**src/rtl/bit_stream_deframer.sv**
```systemverilog
// Serial-to-parallel deframer: hunts for SYNC, then rebuilds FRAME_WORDS words onto a valid/ready port.
// Optional even-parity bit per word when BIT_STREAM_DEFRAMER_PARITY_EN is defined.
module bit_stream_deframer #(
  parameter int               WIDTH       = 8,
  parameter logic [WIDTH-1:0] SYNC        = 8'hA5,
  parameter int               FRAME_WORDS = 4
) (
  input  logic             clk,
  input  logic             rst_n,
  input  logic             bit_in,
  input  logic             bit_en,
  output logic [WIDTH-1:0] word_out,
  output logic             word_valid,
  input  logic             word_ready,
  output logic             locked,
  output logic             overflow,
  output logic             parity_err
);

  localparam int FW = $clog2(WIDTH + 1);
  localparam int BW = $clog2(WIDTH);
  localparam int CW = (FRAME_WORDS > 1) ? $clog2(FRAME_WORDS) : 1;

`ifdef BIT_STREAM_DEFRAMER_PARITY_EN
  typedef enum logic [1:0] {HUNT, DATA, PAR} state_t;
`else
  typedef enum logic [0:0] {HUNT, DATA} state_t;
`endif

  state_t           state, next_state;
  logic [WIDTH-1:0] window, shreg;
  logic [FW-1:0]    fill_cnt;
  logic [BW-1:0]    bit_cnt;
  logic [CW-1:0]    word_cnt;

  logic [WIDTH-1:0] shifted_win, shifted_reg, new_word;
  logic             match, deliver, frame_end;
`ifdef BIT_STREAM_DEFRAMER_PARITY_EN
  logic             new_par;
`endif

  assign shifted_win = {window[WIDTH-2:0], bit_in};
  assign shifted_reg = {shreg[WIDTH-2:0], bit_in};
  assign locked      = (state != HUNT);

  always_ff @(posedge clk or negedge rst_n) begin
    if (!rst_n) state <= HUNT;
    else        state <= next_state;
  end

  // NOTE: every signal gets a default before the case so no path leaves one unassigned (no latches).
  always_comb begin
    next_state = state;
    match      = 1'b0;
    deliver    = 1'b0;
    frame_end  = 1'b0;
    new_word   = '0;
`ifdef BIT_STREAM_DEFRAMER_PARITY_EN
    new_par    = 1'b0;
`endif
    case (state)
      HUNT: begin
        // The fill check keeps a reset-valued window from matching an all-zero SYNC.
        if (bit_en && shifted_win == SYNC && fill_cnt >= FW'(WIDTH - 1)) begin
          match      = 1'b1;
          next_state = DATA;
        end
      end
      DATA: begin
        if (bit_en && bit_cnt == BW'(WIDTH - 1)) begin
`ifdef BIT_STREAM_DEFRAMER_PARITY_EN
          next_state = PAR;
`else
          deliver    = 1'b1;
          new_word   = shifted_reg;
`endif
        end
      end
`ifdef BIT_STREAM_DEFRAMER_PARITY_EN
      PAR: begin
        if (bit_en) begin
          deliver    = 1'b1;
          new_word   = shreg;
          new_par    = ^{shreg, bit_in};
          next_state = DATA;
        end
      end
`endif
      default: next_state = HUNT;
    endcase
    if (deliver && word_cnt == CW'(FRAME_WORDS - 1)) begin
      frame_end  = 1'b1;
      next_state = HUNT;
    end
  end

  // NOTE: sequential state uses non-blocking assignments so every register samples pre-edge values.
  always_ff @(posedge clk or negedge rst_n) begin
    if (!rst_n) begin
      window     <= '0;
      fill_cnt   <= '0;
      shreg      <= '0;
      bit_cnt    <= '0;
      word_cnt   <= '0;
      word_out   <= '0;
      word_valid <= 1'b0;
      overflow   <= 1'b0;
    end else begin
      overflow <= 1'b0;

      if (state == HUNT && bit_en) begin
        window <= shifted_win;
        if (fill_cnt != FW'(WIDTH)) fill_cnt <= fill_cnt + 1'b1;
      end

      if (match) begin
        bit_cnt  <= '0;
        word_cnt <= '0;
      end

      if (state == DATA && bit_en) begin
        shreg   <= shifted_reg;
        bit_cnt <= (bit_cnt == BW'(WIDTH - 1)) ? '0 : bit_cnt + 1'b1;
      end

      if (deliver) word_cnt <= frame_end ? '0 : word_cnt + 1'b1;

      if (frame_end) begin
        window   <= '0;
        fill_cnt <= '0;
      end

      // A new word loads only into an empty slot or one being drained this edge.
      if (deliver && (!word_valid || word_ready)) begin
        word_out   <= new_word;
        word_valid <= 1'b1;
      end else begin
        if (deliver)                   overflow   <= 1'b1;
        if (word_valid && word_ready)  word_valid <= 1'b0;
      end
    end
  end

`ifdef BIT_STREAM_DEFRAMER_PARITY_EN
  always_ff @(posedge clk or negedge rst_n) begin
    if (!rst_n)                                   parity_err <= 1'b0;
    else if (deliver && (!word_valid || word_ready)) parity_err <= new_par;
  end
`else
  assign parity_err = 1'b0;
`endif

endmodule

```
**config.mk**
```make
export PLATFORM = sky130hd
export DESIGN_NAME = bit_stream_deframer
export DESIGN_NICKNAME = d
export VERILOG_FILES = /design/src/rtl/bit_stream_deframer.sv
export SDC_FILE = /design/constraint.sdc
export NUM_CORES = 1
export LEC_CHECK = 0
export BUFFER_PORTS_ARGS = -buffer_cell sky130_fd_sc_hd__buf_2
export CAP_MARGIN = 10
export CORE_MARGIN = 4
export CORE_UTILIZATION = 51
export CTS_CLUSTER_DIAMETER = 200
export CTS_CLUSTER_SIZE = 28
export DETAILED_ROUTE_END_ITERATION = 8
export GPL_ROUTABILITY_DRIVEN = 0
export GPL_TIMING_DRIVEN = 1
export PLACE_DENSITY = 0.81
export SETUP_SLACK_MARGIN = 0.02
export SYNTH_ARGS = -nofsm -noshare
export SYNTH_HDL_FRONTEND = slang
export SYNTH_SLANG_ARGS = --single-unit
export TNS_END_PERCENT = 5
```
**constraint.sdc**
```tcl
create_clock -name clk -period 1.7 [get_ports clk]
set_clock_uncertainty 0.1 [all_clocks]
set_input_delay 0.34 -clock clk [delete_from_list [all_inputs] [get_ports clk]]
set_output_delay 0.34 -clock clk [all_outputs]
set_load 0.1 [all_outputs]
```
==> results.md, run 1 <==
* Status: completed
* Crit start category: flip-flop
* Post-Route WL at 3010 µm
* Vias at approximately 1000
* RSZ-0062 raised after global routing: true
* Worst path slowest cell: dfrtp_1
* Gr usage total at 17.9%
* Synthesized flop and latch total at 34
* Total power at 2.28 mW
* Vias in the first global route at 1157
* Largest cells by area after synthesis: dfrtp_1 (56%), mux2_2 (11%), nand2_1 (5.4%)
* Ys Warns at 0
* Area Overhead vs Synth at 16.9%
* Post-synth EDFFs at 0
* Initial core utilization at a little over half
* Core Region at 2810 µm²
* Peak supply drop at 0.000693 V
* Die width at 62.8 µm
* Hpwl dp at 2120 µm
* Hold WC Path Type: in -> reg
* Final Net Count at between 150 and 200
* Final hold viol count at 0
* Clock buffer depth at 2
* Critical path, cell by cell: ha_2, ha_4, nand3_4, nor2b_2, buf_6, mux2_2
* Largest net degree at the start of global routing at 35
* # IOs at 17
* Worst path max stage delay at a little under 0.4 ns
* Syn_area_per_cell at 11.7 µm²
* Sequential share of the synthesized area at 55.6%
* Htree depth at 2
* Clock sinks at 34
* Power density cells at 1280 nW/µm²
* Die footprint at 3940 µm²
* Netlist Area Pre-Place at 1530 µm²
* Initial antenna violation count at 0
* Root Driver: clkbuf_4
* Cells after synthesis at 131
* Skew-Pair Late Insertion Delay at 0.35 ns
* Die H at ~63 µm
* Clock slew at reported path FFs at ~0.11 ns
* Leak at about 0.9 nW
* Setup Crit Path Kind: reg -> reg
* Unique masters post-synth at 28
* Grt ovf at 0
* Ys async rst share at 100%
* Share of cells above drive strength 1 at 32.1%
* CTS Buf Count at 5
* Vias per Instance at 5.52
* Max Cap Violations at 0
* Starting DRT DRC Count at 76
* Routed wire length per instance at around 16 µm
* TritonCTS clock tree: done
* DRT Pass-1 Iters at 4
* Global-route wire length before repair at about 5400 µm
* WP data required at 1.83 ns
* Crit. End Element: flip-flop
* # DRC at 0
* Max Slew Vio Count at 0
* Final setup violation count at 0
* Final TNS setup at 0 ns
* Final min period at 1.66 ns
* Worst EP arrival at 1.79 ns
* Crit share post-route at 97.8%
* Fmax at 602 MHz
* Worst R2R Setup Slack at 0.04 ns
* Antenna Violating Nets Remaining at 0
* Yosys top cell area share at 55.6%
* IO buf count at 15
* Crit-path max FO at 8
* Row count at 19
* Synth area leader: dfrtp_1
* Inserted Diodes at 0
* Dominant synthesized flop cell: dfrtp_1
* Post CTS Setup Buffer Count at 0
* Syn Nets at 141
==> stage by stage <==
stage / utilization (%) / hold slack (ns) / cell area (µm²) / worst slack (ns) / instances
detailed placement: 59.7 / 0.211 / 1670 / -0.0177 / 178
CTS: 63.3 / 0.150 / 1780 / 0.0212 / 187
global placement: 59.7 / 0.207 / 1670 / 0.0785 / 178
finish: 63.8 / 0.158 / 1790 / 0.0380 / 187
global route: 63.8 / 0.145 / 1790 / -0.0436 / 187
floorplan: - / -0.0556 / 1540 / 0.0450 / 131
==> cell usage in the layout, fill, tap and decap left out, types with 2 or more instances in the layout <==
| master | count |
|---|---|
| a21oi_1 | 12 |
| buf_2 | 14 |
| buf_4 | 5 |
| clkbuf_1 | 2 |
| clkbuf_4 | 5 |
| dfrtp_1 | 32 |
| ha_1 | 3 |
| inv_1 | 4 |
| mux2_2 | 14 |
| mux2i_1 | 5 |
| nand2_1 | 22 |
| nand2b_1 | 2 |
| nand3_1 | 4 |
| nor2_1 | 2 |
| o21ai_0 | 3 |
| o22ai_1 | 3 |
| or3_1 | 2 |
==> cell usage after synthesis (2+ instances only) <==
library cell and instances:
or3_1 2, a21oi_1 12, inv_1 4, buf_2 2
mux2i_1 5, nand2b_1 2, buf_4 3, o22ai_1 3
dfrtp_1 34, nor2_1 2, nand3_1 4, nand2_1 22
o21ai_0 3, mux2_2 15, ha_1 5
==> final cells by class <==
cell class                 count  area, µm²
fill                         230       1020
tap                           31       38.8
clock buffer                   7       45.0
sequential                    34        856
timing repair buffer          22        149
multi-input combinational     88        656
inverter                       4       15.0
clock inverter                 1       30.0
==> report_power, final <==
part,leakage [nW],internal (mW),total (mW),switching [mW]
sequential,0.443,0.944,1.08,0.133
clock,0.0395,0.312,0.581,0.269
combinational,0.420,0.277,0.627,0.351
total,0.903,1.53,2.28,0.752
==> per-layer routing <==
layer / routed length [µm] / vias up / global-route usage [%]
met5: 0 / - / 0
met4: 53 / 0 / 7.44
met2: 1580 / 18 / 31.2
met1: 1250 / 508 / 20.3
met3: 119 / 5 / 5.22
li1: - / 501 / -
==> what timing repair did <==
| item | CTS | global route |
|---|---|---|
| endpoints found under the setup margin | 13 | 19 |
| hold buffers | 1 | 0 |
| endpoints found under the hold margin | 34 | 0 |
| pin swaps | 0 | 1 |
| gates resized for setup | 4 | 3 |
==> flip-flops by register name, summed over array words and instances (netlist names) <==
| signal | flops |
|---|---|
| word_valid | 1 |
| window | 7 |
| overflow | 1 |
| word_out | 8 |
| word_cnt | 2 |
| fill_cnt | 4 |
| locked | 1 |
| bit_cnt | 3 |
| shreg | 7 |
==> final timing paths <==
kind                                to       start  cells after the start
max                        word_out[2]  bit_cnt[1]                      6
min                          window[0]      bit_in                      3
max reg2reg                word_out[2]  bit_cnt[1]                      6
min reg2reg                word_out[7]    shreg[6]                      1
max in group asynchronous   word_valid       rst_n                      3
min in group asynchronous    window[4]       rst_n                      3
==> critical path: cells and delay by family, from the launching register on <==
kind,cells,cell delay [ns]
flip-flops,1,0.39
adder cells (fa/ha/maj),2,0.37
multiplexers,1,0.35
AND/OR/NAND/NOR,2,0.21
buffers and inverters,1,0.14
==> kinds of logic (layout without fill, tap and decap cells) <==
kind of cell	Yosys count	after routing	share of synthesized area (%)
and+or+nand+nor	42	42	15.5
DFF	34	34	55.6
AOI/OAI and AO/OA	20	20	7.11
muxes	20	20	14.3
buffers and inverters	9	34	3.11
adders and majority gates	5	5	4.09
other	1	1	0.245
Power figures use the tool's default switching activity.
==> run 2, diff against run 1 <==
- REMOVE_ABC_BUFFERS: default -> 1
==> run 2 against run 1 <==
Compared with the run above: utilization is 0.49 points higher; count of clock-buffer cells in the layout unchanged; clock power decreased by 19%; fmax is 1.1% higher; sequential power about the same; register-to-register slack improved by 0.02 ns; first-iteration DRC count is 61% lower; largest power group unchanged; highest routed layer unchanged.
==> results.md, run 2 (synthesized netlist as in run 1, its figures left out) <==
* Routed wire length per instance at 15.5 µm (was 16.1 µm)
* Largest net degree at the start of global routing at 19 (was 35)
* Peak supply drop at 0.000745 V (was 0.000693 V)
* Hold slack final at 0.175 ns (was 0.158 ns)
* Max FFs per register at 8 (unchanged)
* Crit share post-route at 96.7% (was 97.8%)
* Share of cells above drive strength 1 at 32.9% (was 32.1%)
* Htree depth at 2 (unchanged)
* Initial core utilization at 54.5% (unchanged)
* Die footprint at 3940 µm² (unchanged)
* Leak at 0.923 nW (was 0.903 nW)
* Worst hold stages at 3 (unchanged)
* Worst EP arrival at 1.76 ns (was 1.79 ns)
* Die width at 62.8 µm (unchanged)
* # IOs at 17 (unchanged)
* Clock slew at reported path FFs at 0.10 ns (was 0.11 ns)
* Status: completed (unchanged)
* Skew-Pair Late Insertion Delay at 0.33 ns (was 0.35 ns)
* Largest registers: word_out x8, shreg x7, window x7 (unchanged)
* Register area at 851 µm² (was 856 µm²)
* Filler Cell Count at 228 (was 230)
* Commonest non-fill, non-tap cell in the layout: dfrtp_1 (unchanged)
* Crit. End Element: flip-flop (unchanged)
* TritonCTS clock tree: done (unchanged)
* Total power at 2.17 mW (was 2.28 mW)
* RSZ-0062 raised after global routing: true (unchanged)
* Footprint of the multi-input gates at 662 µm² (was 656 µm²)
* Crit start category: flip-flop (unchanged)
* Final min period at 1.64 ns (was 1.66 ns)
* Grt ovf at 0 (unchanged)
* Final setup violation count at 0 (unchanged)
* Root Driver: clkbuf_4 (unchanged)
* Starting DRT DRC Count at 30 (was 76)
* Core Region at 2810 µm² (unchanged)
* Hpwl dp at 2110 µm (was 2120 µm)
* Final hold viol count at 0 (unchanged)
* Max Cap Violations at 0 (unchanged)
* Antenna Violating Nets Remaining at 0 (unchanged)
* Vias in the first global route at 1119 (was 1157)
* Reg2Reg Depth at 6 (unchanged)
* # DRC at 0 (unchanged)
* CTS Buf Count at 5 (unchanged)
* DRT Pass-1 Iters at 4 (unchanged)
* WP data required at 1.82 ns (was 1.83 ns)
* Area Overhead vs Synth at 17.8% (was 16.9%)
* Vias at 1055 (was 1032)
* IO buf count at 15 (unchanged)
* Die H at 62.8 µm (unchanged)
* Hold WC Path Type: in -> reg (unchanged)
* Clock buffer depth at 2 (unchanged)
* Final Net Count at 167 (was 165)
* Power density cells at 1200 nW/µm² (was 1280 nW/µm²)
* Inserted Diodes at 0 (unchanged)
* Vias per Instance at 5.58 (was 5.52)
* Global-route wire length before repair at 5130 µm (was 5430 µm)
* Post-Route WL at 2920 µm (was 3010 µm)
* Final TNS setup at 0 ns (unchanged)
* Clock sinks at 34 (unchanged)
* Fmax at 608 MHz (was 602 MHz)
* Row count at 19 (unchanged)
* Max Slew Vio Count at 0 (unchanged)
* Post CTS Setup Buffer Count at 0 (unchanged)
* Most frequent cells in the layout: dfrtp_1 (34), nand2_1 (22), mux2_2 (15) (was dfrtp_1 (32), nand2_1 (22), mux2_2 (14), buf_2 (14), a21oi_1 (12))
* Setup Crit Path Kind: reg -> reg (unchanged)
* Crit-path max FO at 4 (was 8)
* Gr usage total at 16.8% (was 17.9%)
* Initial antenna violation count at 0 (unchanged)
* Most flop-heavy register: word_out (unchanged)
run 2: cell type report:
class | instances | share of cell area (%)
flip-flops and latches | 34 | 47.2
multi-input cells | 88 | 36.7
clock buffers | 7 | 3.05
repair buffers | 24 | 9.78
clock inverters | 1 | 0.278
inverters | 4 | 0.833
well taps | 31 | 2.15
run 2: layer usage:
metal	vias to the layer above	track usage [%]	wire, µm
met3	2	5.40	134
met5	-	0	0
met4	0	7.71	17
met2	22	27.8	1520
met1	525	19.8	1250
li1	506	-	-
run 2: critical path, cell delays in order, from the launching register on:
cell and delay [ns]:
dfrtp_1 0.39, ha_2 0.20, ha_4 0.15, nand3_4 0.09
nor2b_4 0.13, buf_4 0.14, mux2_2 0.33
run 2: report_power, final:
part	switching, mW	total, mW	internal (mW)
Combinational	0.344	0.632	0.288
Clock	0.270	0.470	0.200
Sequential	0.127	1.07	0.943
Total	0.741	2.17	1.43
run 2: stage by stage:
step           area [µm²]  std cells  setup WS [ns]  util, %
2_1_floorplan        1500        126         -0.444        -
3_3_place_gp         1700        180         0.0787     60.6
3_5_place_dp         1700        180         0.0309     60.6
4_1_cts              1770        189         0.0285     63.2
5_1_grt              1800        189        -0.0116     64.3
6_report             1800        189         0.0565     64.3
run 2: final timing paths:
check                                  from     endpoint  slack (ns)
worst max-delay path             bit_cnt[1]  word_out[7]        0.06
worst min-delay path                 bit_in    window[0]        0.17
worst max register to register   bit_cnt[1]  word_out[7]        0.06
worst min register to register  word_out[1]  word_out[1]        0.41
max in group asynchronous             rst_n     shreg[1]        0.71
min in group asynchronous             rst_n  fill_cnt[2]        0.36
run 2: timing repair:
action                                 CTS  global route
endpoints found under the hold margin   16             0
gates cloned                             0             0
setup endpoints to repair                2            19
gates resized for setup                  1             6
pin swaps                                0             1
hold buffers                             1             0
